<file path="src/rtl/avalon_bcd_writer_de1soc_pkg.sv">
`default_nettype none
// ============================================================================
// Module   : seg_de1soc_pkg
// Purpose  : Shared types and constants for the DE1-SoC BCD segment writer.
// Revision : 1.0
// ============================================================================
package seg_de1soc_pkg;

    typedef enum logic [1:0] {
        IDLE    = 2'd0,
        CONVERT = 2'd1,
        WRITE   = 2'd2
    } state_t;

    localparam int         DIGIT_W          = 4;
    localparam logic [3:0] WRITE_BYTEENABLE = 4'b0001;

    // Largest value representable with n decimal digits (10^n - 1).
    function automatic logic [63:0] max_decimal(input int n);
        logic [63:0] r;
        r = 64'd1;
        for (int i = 0; i < n; i++) begin
            r = r * 64'd10;
        end
        return r - 64'd1;
    endfunction

endpackage
`default_nettype wire

</file>
<file path="src/rtl/avalon_bcd_writer_de1soc_if.sv">
`default_nettype none
// ============================================================================
// Module   : avalon_bcd_writer_de1soc_if
// Purpose  : Avalon-MM write channel towards the seven-segment register block.
// Revision : 1.0
// ============================================================================
interface avalon_bcd_writer_de1soc_if;

    logic [2:0]  avm_address_o;
    logic [3:0]  avm_byteenable_o;
    logic        avm_write_o;
    logic [31:0] avm_writedata_o;
    logic        avm_waitrequest_i;

    modport master (
        output avm_address_o,
        output avm_byteenable_o,
        output avm_write_o,
        output avm_writedata_o,
        input  avm_waitrequest_i
    );

    modport slave (
        input  avm_address_o,
        input  avm_byteenable_o,
        input  avm_write_o,
        input  avm_writedata_o,
        output avm_waitrequest_i
    );

endinterface
`default_nettype wire

</file>
<file path="src/rtl/avalon_bcd_writer_de1soc_bin_to_bcd_seq.sv">
`default_nettype none
// ============================================================================
// Module   : bin_to_bcd_seq
// Purpose  : Iterative double-dabble, one shift-and-adjust step per cycle.
// Revision : 1.0
// ============================================================================
module bin_to_bcd_seq
    import seg_de1soc_pkg::*;
#(
    parameter int NUM_SEGMENT = 6,
    parameter int BIN_WIDTH   = 20
) (
    input  wire logic                           clk,
    input  wire logic                           rst_n,
    input  wire logic                           start_i,
    input  wire logic [BIN_WIDTH-1:0]           bin_i,
    output logic                                busy_o,
    output logic                                done_o,
    output logic [DIGIT_W*NUM_SEGMENT-1:0]      bcd_o
);

    localparam int c_cnt_w = $clog2(BIN_WIDTH + 1);
    localparam int c_bcd_w = DIGIT_W * NUM_SEGMENT;

    logic [BIN_WIDTH-1:0] r_bin;
    logic [c_bcd_w-1:0]   r_bcd;
    logic [c_cnt_w-1:0]   r_cnt;
    logic [c_bcd_w-1:0]   w_adj;
    logic [c_bcd_w-1:0]   w_bcd_step;

    for (genvar k = 0; k < NUM_SEGMENT; k++) begin : g_nibble
        assign w_adj[k*DIGIT_W +: DIGIT_W] =
            (r_bcd[k*DIGIT_W +: DIGIT_W] >= 4'd5) ? r_bcd[k*DIGIT_W +: DIGIT_W] + 4'd3
                                                  : r_bcd[k*DIGIT_W +: DIGIT_W];
    end

    assign w_bcd_step = {w_adj[c_bcd_w-2:0], r_bin[BIN_WIDTH-1]};
    assign busy_o     = (r_cnt != '0);
    assign done_o     = (r_cnt == c_cnt_w'(1));
    // Look ahead during the final step so the caller can register digit 0 on the same edge.
    assign bcd_o      = done_o ? w_bcd_step : r_bcd;

    always_ff @(posedge clk or negedge rst_n) begin
        if (!rst_n) begin
            r_bin <= '0;
            r_bcd <= '0;
            r_cnt <= '0;
        end else if (start_i) begin
            r_bin <= bin_i;
            r_bcd <= '0;
            r_cnt <= c_cnt_w'(BIN_WIDTH);
        end else if (busy_o) begin
            r_bin <= r_bin << 1;
            r_bcd <= w_bcd_step;
            r_cnt <= r_cnt - c_cnt_w'(1);
        end
    end

endmodule
`default_nettype wire

</file>
<file path="src/rtl/avalon_bcd_writer_de1soc.sv">
`default_nettype none
// ============================================================================
// Module   : avalon_bcd_writer_de1soc
// Purpose  : Accepts a binary value, converts to decimal, writes one digit per
//            seven-segment register over Avalon-MM.
// Revision : 1.0
// ============================================================================
module avalon_bcd_writer_de1soc
    import seg_de1soc_pkg::*;
#(
    parameter int NUM_SEGMENT = 6,
    parameter int BIN_WIDTH   = 20
) (
    input  wire logic                 clk,
    input  wire logic                 rst_n,
    input  wire logic [BIN_WIDTH-1:0] value_i,
    input  wire logic                 valid_i,
    output logic                      ready_o,
    output logic                      overflow_o,
    avalon_bcd_writer_de1soc_if.master avm
);

    localparam logic [63:0] c_max_value = max_decimal(NUM_SEGMENT);
    localparam int          c_bcd_w     = DIGIT_W * NUM_SEGMENT;

    state_t                  r_state;
    state_t                  w_state_next;
    logic                    r_overflow;
    logic                    r_write;
    logic [2:0]              r_addr;
    logic [3:0]              r_be;
    logic [31:0]             r_wdata;

    logic                    w_take;
    logic                    w_first;
    logic                    w_advance;
    logic                    w_finish;
    logic                    w_write_done;
    logic                    w_last_addr;
    logic [2:0]              w_addr_next;
    logic                    w_busy;
    logic                    w_done;
    logic [c_bcd_w-1:0]      w_bcd;
    logic [DIGIT_W-1:0]      w_digits [8];

    bin_to_bcd_seq #(
        .NUM_SEGMENT (NUM_SEGMENT),
        .BIN_WIDTH   (BIN_WIDTH)
    ) u_bcd (
        .clk     (clk),
        .rst_n   (rst_n),
        .start_i (w_take),
        .bin_i   (value_i),
        .busy_o  (w_busy),
        .done_o  (w_done),
        .bcd_o   (w_bcd)
    );

    // Saturated values display as all nines regardless of the converter result.
    for (genvar k = 0; k < 8; k++) begin : g_digit
        if (k < NUM_SEGMENT) begin : g_used
            assign w_digits[k] = r_overflow ? 4'd9 : w_bcd[k*DIGIT_W +: DIGIT_W];
        end else begin : g_unused
            assign w_digits[k] = '0;
        end
    end

    assign w_addr_next  = r_addr + 3'd1;
    assign w_write_done = r_write && !avm.avm_waitrequest_i;
    assign w_last_addr  = (r_addr == 3'(NUM_SEGMENT - 1));

    always_ff @(posedge clk or negedge rst_n) begin
        if (!rst_n) begin
            r_state <= IDLE;
        end else begin
            r_state <= w_state_next;
        end
    end

    always_comb begin
        w_state_next = r_state;
        case (r_state)
            IDLE:    if (valid_i)                     w_state_next = CONVERT;
            CONVERT: if (w_done)                      w_state_next = WRITE;
            WRITE:   if (w_write_done && w_last_addr) w_state_next = IDLE;
            default:                                  w_state_next = IDLE;
        endcase
    end

    always_comb begin
        ready_o   = (r_state == IDLE);
        w_take    = 1'b0;
        w_first   = 1'b0;
        w_advance = 1'b0;
        w_finish  = 1'b0;
        case (r_state)
            IDLE:    w_take    = valid_i;
            CONVERT: w_first   = w_done;
            WRITE: begin
                w_advance = w_write_done && !w_last_addr;
                w_finish  = w_write_done &&  w_last_addr;
            end
            default: ;
        endcase
    end

    always_ff @(posedge clk or negedge rst_n) begin
        if (!rst_n) begin
            r_overflow <= 1'b0;
            r_write    <= 1'b0;
            r_addr     <= '0;
            r_be       <= '0;
            r_wdata    <= '0;
        end else begin
            if (w_take) begin
                r_overflow <= (64'(value_i) > c_max_value);
            end
            if (w_first) begin
                r_write <= 1'b1;
                r_addr  <= '0;
                r_be    <= WRITE_BYTEENABLE;
                r_wdata <= {{(32-DIGIT_W){1'b0}}, w_digits[0]};
            end else if (w_advance) begin
                r_addr  <= w_addr_next;
                r_wdata <= {{(32-DIGIT_W){1'b0}}, w_digits[w_addr_next]};
            end else if (w_finish) begin
                r_write <= 1'b0;
                r_be    <= '0;
            end
        end
    end

    assign overflow_o           = r_overflow;
    assign avm.avm_write_o      = r_write;
    assign avm.avm_address_o    = r_addr;
    assign avm.avm_byteenable_o = r_be;
    assign avm.avm_writedata_o  = r_wdata;

endmodule
`default_nettype wire
</file>
<file path="src/flat_wrapper.sv">
// flat-port wrapper written by rule: the top's interface ports become plain ports
module avalon_bcd_writer_de1soc_flat import seg_de1soc_pkg::*;
#(
    parameter int NUM_SEGMENT = 6,
    parameter int BIN_WIDTH   = 20
)
  (clk, rst_n, value_i, valid_i, ready_o, overflow_o, avm_avm_address_o, avm_avm_byteenable_o, avm_avm_write_o, avm_avm_writedata_o, avm_avm_waitrequest_i);
  avalon_bcd_writer_de1soc_if avm_i ();
  input  wire logic clk;
  input  wire logic rst_n;
  input  wire logic [BIN_WIDTH-1:0] value_i;
  input  wire logic valid_i;
  output logic ready_o;
  output logic overflow_o;
  output wire logic [$bits(avm_i.avm_address_o)-1:0] avm_avm_address_o;
  output wire logic [$bits(avm_i.avm_byteenable_o)-1:0] avm_avm_byteenable_o;
  output wire logic [$bits(avm_i.avm_write_o)-1:0] avm_avm_write_o;
  output wire logic [$bits(avm_i.avm_writedata_o)-1:0] avm_avm_writedata_o;
  input wire logic [$bits(avm_i.avm_waitrequest_i)-1:0] avm_avm_waitrequest_i;
  assign avm_avm_address_o = avm_i.avm_address_o;
  assign avm_avm_byteenable_o = avm_i.avm_byteenable_o;
  assign avm_avm_write_o = avm_i.avm_write_o;
  assign avm_avm_writedata_o = avm_i.avm_writedata_o;
  assign avm_i.avm_waitrequest_i = avm_avm_waitrequest_i;
  avalon_bcd_writer_de1soc #(.NUM_SEGMENT(NUM_SEGMENT), .BIN_WIDTH(BIN_WIDTH)) u_core (.clk(clk), .rst_n(rst_n), .value_i(value_i), .valid_i(valid_i), .ready_o(ready_o), .overflow_o(overflow_o), .avm(avm_i));
endmodule
</file>
<file path="config.mk">
export PLATFORM = sky130hd
export DESIGN_NAME = avalon_bcd_writer_de1soc_flat
export DESIGN_NICKNAME = d
export VERILOG_FILES = /design/src/rtl/avalon_bcd_writer_de1soc_pkg.sv /design/src/rtl/avalon_bcd_writer_de1soc_if.sv /design/src/rtl/avalon_bcd_writer_de1soc_bin_to_bcd_seq.sv /design/src/rtl/avalon_bcd_writer_de1soc.sv /design/src/flat_wrapper.sv
export SDC_FILE = /design/constraint.sdc
export NUM_CORES = 1
export LEC_CHECK = 0
export BUFFER_PORTS_ARGS = -buffer_cell sky130_fd_sc_hd__buf_4
export CORE_MARGIN = 2
export CORE_UTILIZATION = 60
export CTS_CLUSTER_DIAMETER = 30
export DETAILED_ROUTE_END_ITERATION = 8
export PLACE_DENSITY_LB_ADDON = 0.3
export SETUP_SLACK_MARGIN = 0.1
export SYNTH_ARGS = -nofsm -noshare
export SYNTH_HDL_FRONTEND = slang
export SYNTH_SLANG_ARGS = --single-unit
</file>
<file path="constraint.sdc">
create_clock -name clk -period 4.8 [get_ports clk]
set_input_delay 0.24 -clock clk [delete_from_list [all_inputs] [get_ports clk]]
set_output_delay 0.24 -clock clk [all_outputs]
set_load 0.01 [all_outputs]
</file>
Yosys cells after proc, flatten, opt, wreduce, memory -nomap -nowiden
Cells that the tools add are included.
Widths: inputs -> output; s select.
{"block": "totals", "reg_bits": 92, "latchBits": 0, "ram_bits": 0, "mem_bits_ro": 0, "word_cells": 86, "mem_count": 0}
{"block": "op_classes", "add_sub_neg": 8, "multipliers": 0, "div_mod_pow": 0, "n_lt_le_gt_ge": 8, "eq_ne": 8, "n_shift": 0, "muxes": 40, "bitwise_logic": 1, "reduce_logical": 12}
{"op": "$mux 24", "n": 3}
{"op": "$mux 32", "n": 2}
{"op": "$mux 4", "n": 16}
{"op": "$mux 20", "n": 2}
{"op": "$ge 4x3->1 const B", "n": 6}
{"op": "$add 4x2->4 const B", "n": 5}
{"op": "$gt 20x20->1 const B", "n": 1}
{"op": "$bmux 4 s3", "n": 1}
{"op": "$mux 5", "n": 2}
{"op": "$mux 3", "n": 3}
{"op": "$mux 1", "n": 7}
{"op": "$mux 2", "n": 3}
{"op": "$pmux 2 s3", "n": 1}
{"op": "$reduce_bool 2->1", "n": 3}
{"op": "$eq 5x1->1 const B", "n": 1}
{"op": "$reduce_bool 5->1", "n": 1}
{"op": "$sub 5x1->5 const B", "n": 1}
{"op": "$ge 4x4->1 const B", "n": 1}
{"op": "$ne 2x1->1 const B", "n": 2}
{"op": "$ne 2x2->1 const B", "n": 2}
{"op": "$not 3->4", "n": 1}
{"op": "$add 3x1->3 const B", "n": 1}
{"op": "$add 3x2->3 const B", "n": 1}
{"op": "$eq 3x3->1 const B", "n": 1}
{"op": "other kinds (7)", "n": 10}

Logic depth before layout (Yosys ltp)
{"block": "logic_depth", "ltp_word": 9, "mapped_depth": 9, "ltp_nobuf": 8}

Cells and area by module
A second synthesis with hierarchy kept.
{"block": "unflattened", "hier_cells": 467, "hier_area_um2": 4063.9}
{"module": "bin_to_bcd_seq", "n_inst": 1, "cells_each": 336, "area_each_um2": 2981.6}
{"module": "avalon_bcd_writer_de1soc", "n_inst": 1, "cells_each": 131, "area_each_um2": 1082.3}

Worst setup path after synthesis
Ideal clock, no wire load.
{"block": "synth_path", "path_type": "flip-flop to flip-flop", "startpoint": "register u_core.u_bcd.r_cnt[1]", "endpoint": "register u_core.r_wdata[0], in the netlist u_core.avm.avm_writedata_o[0]", "setup_time_ps": 132, "arrival_ps": 1807, "slack_ps": 2860, "path_stages_with_launch": 9, "n_path_buf": 1, "cell_sequence": "dfrtp_1 > inv_1 > ha_1 > or4b_4 > buf_6 > nand2_1 > o21ai_0 > a2111oi_0 > o31ai_1"}
{"block": "synth_via", "elab_chain_len": 8}
{"item": "from (decl)", "line_no": "avalon_bcd_writer_de1soc_bin_to_bcd_seq.sv:27", "source": "logic [c_cnt_w-1:0] r_cnt;"}
{"item": "from (signal assigned)", "line_no": "avalon_bcd_writer_de1soc_bin_to_bcd_seq.sv:51", "source": "r_cnt <= c_cnt_w'(BIN_WIDTH);"}
{"item": "from (signal assigned)", "line_no": "avalon_bcd_writer_de1soc_bin_to_bcd_seq.sv:55", "source": "r_cnt <= r_cnt - c_cnt_w'(1);"}
{"item": "$eq 5x1->1 *", "line_no": "avalon_bcd_writer_de1soc_bin_to_bcd_seq.sv:39", "source": "assign done_o = (r_cnt == c_cnt_w'(1));"}
{"item": "$mux 24", "line_no": "avalon_bcd_writer_de1soc_bin_to_bcd_seq.sv:41", "source": "assign bcd_o = done_o ? w_bcd_step : r_bcd;"}
{"item": "$mux 4", "line_no": "avalon_bcd_writer_de1soc.sv:62", "source": "assign w_digits[k] = r_overflow ? 4'd9 : w_bcd[k*DIGIT_W +: DIGIT_W];"}
{"item": "$bmux 4 s3", "line_no": "avalon_bcd_writer_de1soc.sv:125", "source": "r_wdata <= {{(32-DIGIT_W){1'b0}}, w_digits[w_addr_next]};"}
{"item": "$mux 4 (not written as such) (2 in series)", "line_no": "avalon_bcd_writer_de1soc.sv:125"}
{"item": "$mux 32", "line_no": "avalon_bcd_writer_de1soc.sv:123", "source": "end else if (w_advance) begin"}
{"item": "$mux 32", "line_no": "avalon_bcd_writer_de1soc.sv:118", "source": "if (w_first) begin"}
{"item": "to (signal assigned)", "line_no": "avalon_bcd_writer_de1soc.sv:122", "source": "r_wdata <= {{(32-DIGIT_W){1'b0}}, w_digits[0]};"}
{"item": "to (signal assigned)", "line_no": "avalon_bcd_writer_de1soc.sv:125"}
{"item": "to (decl)", "line_no": "avalon_bcd_writer_de1soc.sv:32", "source": "logic [31:0] r_wdata;"}
Mark *: on every way between the ends. The rest lies on a longest branch, timed or not. The select of a mux whose other input is x is not followed.
A chain may end at the register's enable or synchronous reset.

Worst setup path after layout
{"block": "layout_path", "startpoint": "register u_core.r_addr[0], in the netlist u_core.avm.avm_address_o[0]", "endpoint": "register u_core.r_wdata[3], in the netlist u_core.avm.avm_writedata_o[3]"}
{"block": "layout_via", "elab_chain_len": 7}
{"item": "from (decl)", "line_no": "avalon_bcd_writer_de1soc.sv:30", "source": "logic [2:0] r_addr;"}
{"item": "from (signal assigned)", "line_no": "avalon_bcd_writer_de1soc.sv:124", "source": "r_addr <= w_addr_next;"}
{"item": "$add 3x1->3", "line_no": "avalon_bcd_writer_de1soc.sv:68", "source": "assign w_addr_next = r_addr + 3'd1;"}
{"item": "$not 3->4 (not written as such)", "line_no": "avalon_bcd_writer_de1soc.sv:125"}
{"item": "$bmux 4 s3", "line_no": "avalon_bcd_writer_de1soc.sv:125"}
{"item": "$mux 4 (not written as such) (2 in series)", "line_no": "avalon_bcd_writer_de1soc.sv:125"}
{"item": "$mux 32", "line_no": "avalon_bcd_writer_de1soc.sv:123"}
{"item": "$mux 32", "line_no": "avalon_bcd_writer_de1soc.sv:118"}
Parallel ways exist; a longest one is shown, timed or not. The select of a mux whose other input is x is not followed.

==> reports/qor.csv <==
stage,metric,value,unit
clock_tree,clk_lat worst skew,0.34,ns
critical_path,Crit. End Element,flop,
sta,setup_tns,0,ns
global_route,first-pass GRT wire length,14400,um
critical_path,"Max FO, Critical Path",30,
clock_tree,PostCTS Resize Cnt,0,
global_route,initial antenna violation count,0,
min_path,Hold Crit Endpoint,u_core.u_bcd.r_bin[0],
global_route,busiest grt layer,met2,
sta,RSZ-0062 raised after global routing,false,
clock_tree,root buf cell,clkbuf_8,
route,Vias,3423,
min_path,HP Class,in -> reg,
final_layout,Final #Nets,542,
route,final wirelength,8630,um
sta,Worst Clk Skew,0.00832,ns
critical_path,r2r setup slk,1.98,ns
floorplan,die area,0.00724,sq mm
sta,Final Setup Violations,0,
logic_synthesis,"Avg Cell Area, Syn",8.18,sq um
placed_design,placed cell count,566,
power,Max IR drop VDD,0.378,mV
clock_tree,# hold bufs at CTS,1,
global_route,largest net degree at the start of global routing,61,
final_layout,final design utilization,67.7,%
critical_path,crit path kind,reg -> reg,
sta,minimum clock period,2.82,ns
logic_synthesis,Netlist cell types,45,
power,PwrDens,633,mW/mm^2
placed_design,port bufs,34,
critical_path,Top Family by Delay on Critical Path,flip-flops,
sta,final hold vios,0,
critical_path,startpoint types,flop,
run_status,status,finished clean,
critical_path,worst r2r dst,u_core.avm.avm_writedata_o[3],
logic_synthesis,Ys Warns,0,
clock_tree,# clock sinks,60,
critical_path,"Critical Path, Cell by Cell",ha_1 > xnor2_1 > nand2_1 > a311oi_1 > a21oi_1 > nand3_1 > o211ai_1,
global_route,grt ovf,0,
sta,Max-slew headroom,18.9,%
min_path,worst hold start,value_i[0],
sta,achievable frequency,355,MHz
placed_design,post-DP HPWL,5780,um
route,DRC marker count from the first detailed-route iteration,288,
critical_path,Worst Path Required,5.01,ns
sta,fin crit share,58.7,%
run,# Max-Cap Violations,0,
power,Leak,1.92,nW
global_route,vias in the first global route,3148,
placed_design,Post-Place Setup Slack,2.10,ns
critical_path,R2R depth,7,
floorplan,number of core rows,29,
clock_tree,Clock Path Buffers,2,
floorplan,CORE AREA,0.00635,sq mm
logic_synthesis,Post-synth EDFFs,0,
logic_synthesis,Post-Syn Area,0.00394,sq mm
final_layout,layout cells sized above 1,11.9,%
final_layout,"non-filler cells, final",583,
clock_tree,clk slew on worst S/H paths,0.08,ns
logic_synthesis,number of synthesized register bits,60,
floorplan,Initial Utilization,62.1,%
critical_path,reg2reg start,u_core.avm.avm_address_o[0],
route,Vias per Instance,5.87,
global_route,met2 global-route usage,39.2,%
critical_path,crit path buf inv count,0,
route,Final ANT Viol Nets,0,
clock_tree,post-CTS setup buffers,0,
logic_synthesis,Post-synth ARST share,100,%
logic_synthesis,sequential area share after synthesis,38.1,%
placed_design,GPL Wtd Cong,0.851,
route,DRT Pass-1 Iters,5,
final_layout,area grow syn2layout,8.98,%
critical_path,Crit path largest cell delay,0.78,ns
route,# DRC,0,
sta,fin. max-slew vios,0,
sta,Setup WS post-layout,1.98,ns
global_route,routing usage on met1,34.2,%
clock_tree,Num CTS Buffers,9,
floorplan,Die Ht,85.1,um
sta,Least-Margin Pin Slew,1.21,ns
floorplan,Die W,85.1,um
critical_path,slowest CP cell,dfrtp_1,
floorplan,Ports,66,
global_route,Total Routing Usage GR,24.7,%
final_layout,ANT cells,0,
clock_tree,H-tree depth,3,
route,Avg WL per Cell,14.8,um
critical_path,Worst EP arrival,3.03,ns
global_route,GR Layer Usage met3,3.50,%
logic_synthesis,Post-Syn Instances,482,
min_path,Worst Hold Depth,3,
logic_synthesis,Synth Flop Type,dfrtp_1,
clock_tree,CTS tree,done,
-- synthesized netlist by cell type (all sizes together), types with 3 or more instances --
library cell   n  area share (%)
a211oi        13             2.5
a21oi         39             5.0
a311oi         3            0.67
a31oi         22             3.5
and2           3            0.48
buf           36             6.7
clkbuf        23             2.2
dfrtp         60              38
ha            17             5.4
inv           17             1.6
mux2           3            0.86
mux2i          5             1.3
nand2         73             7.0
nand2b        10             1.6
nand3         12             1.5
nor2          59             5.6
nor3           7            0.89
nor3b          4            0.76
o21ai         34             4.3
o31ai          6             1.1
or3            3            0.48
xnor2          7             1.6
-- how the worst max path moves through the flow --
stage,from,end,cells past startpoint
after floorplan,u_core.u_bcd.r_cnt[1],u_core.avm.avm_writedata_o[0],8
after CTS,u_core.avm.avm_address_o[0],u_core.avm.avm_writedata_o[3],7
after global routing,u_core.avm.avm_address_o[0],u_core.avm.avm_writedata_o[3],7
after detailed placement,u_core.avm.avm_address_o[0],u_core.avm.avm_writedata_o[3],7
after global placement,u_core.avm.avm_address_o[0],u_core.avm.avm_writedata_o[3],7
final,u_core.avm.avm_address_o[0],u_core.avm.avm_writedata_o[3],7
-- tightest hold or removal path: stages --
cell and delay [ns]:
buf_4 0.08, nand2_1 0.04, nand2_1 0.05
-- cell families (layout without fill, tap and decap cells) --
logic type	Yosys count	count (layout)	share of synthesized area, %
buf+inv	76	70	10.5
simple gates	178	178	20.0
other cells	1	31	0.0951
mux	10	10	3.27
flops	60	60	38.1
compound gates	131	131	20.6
fa+ha+maj	17	17	5.40
xor+xnor	9	9	2.00
-- routing by layer --
metal  wire [um]  up-vias
met3         451       15
met4         161        0
met5           0        -
met2        4050      111
li1            -     1655
met1        3970     1642
-- state kept, by name, indices dropped and copies added (netlist names) --
name / count
u_core.overflow_o: 1
u_core.avm.avm_byteenable_o: 1
u_core.avm.avm_address_o: 3
u_core.u_bcd.r_bin: 20
u_core.r_state: 2
u_core.u_bcd.r_bcd: 24
u_core.avm.avm_writedata_o: 4
u_core.u_bcd.r_cnt: 5
-- cells in the final DEF (no fill, tap or decap), types with 4 or more instances in the layout --
| cell type | instances |
|---|---|
| nor3b_1 | 4 |
| ha_1 | 17 |
| nand3_1 | 12 |
| xnor2_1 | 7 |
| conb_1 | 31 |
| mux2i_1 | 5 |
| inv_1 | 17 |
| nor3_1 | 7 |
| dfrtp_1 | 60 |
| buf_4 | 36 |
| o21ai_0 | 34 |
| nor2_1 | 59 |
| nand2_1 | 73 |
| clkbuf_8 | 9 |
| o31ai_1 | 6 |
| nand2b_1 | 10 |
| a31oi_1 | 22 |
| a211oi_1 | 13 |
| a21oi_1 | 39 |
-- metrics by stage --
| stage | instance area (sq um) | total power [mW] | hold WS [ns] |
|---|---|---|---|
| finish | 4300 | 2.72 | 0.104 |
| global route | 4300 | 2.95 | 0.112 |
| CTS | 4300 | 2.72 | 0.100 |
| detailed placement | 4070 | 2.21 | 0.370 |
| global placement | 4070 | 2.15 | 0.361 |
| floorplan | 4060 | 1.91 | -0.0556 |
-- cell type report --
cell class,instances,area [sq um]
clock buffer,10,128
multi-input combinational,376,2140
clock inverter,6,88.8
fill,513,2050
timing repair buffer,37,280
sequential,60,1500
tap,77,96.3
inverter,17,63.8
-- where the power goes --
| group | switching [mW] | internal (mW) | total (mW) |
|---|---|---|---|
| clock | 0.212 | 0.292 | 0.504 |
| combinational | 0.699 | 0.539 | 1.24 |
| sequential | 0.244 | 0.735 | 0.979 |
Note: power is estimated with default switching activity, not from simulation.
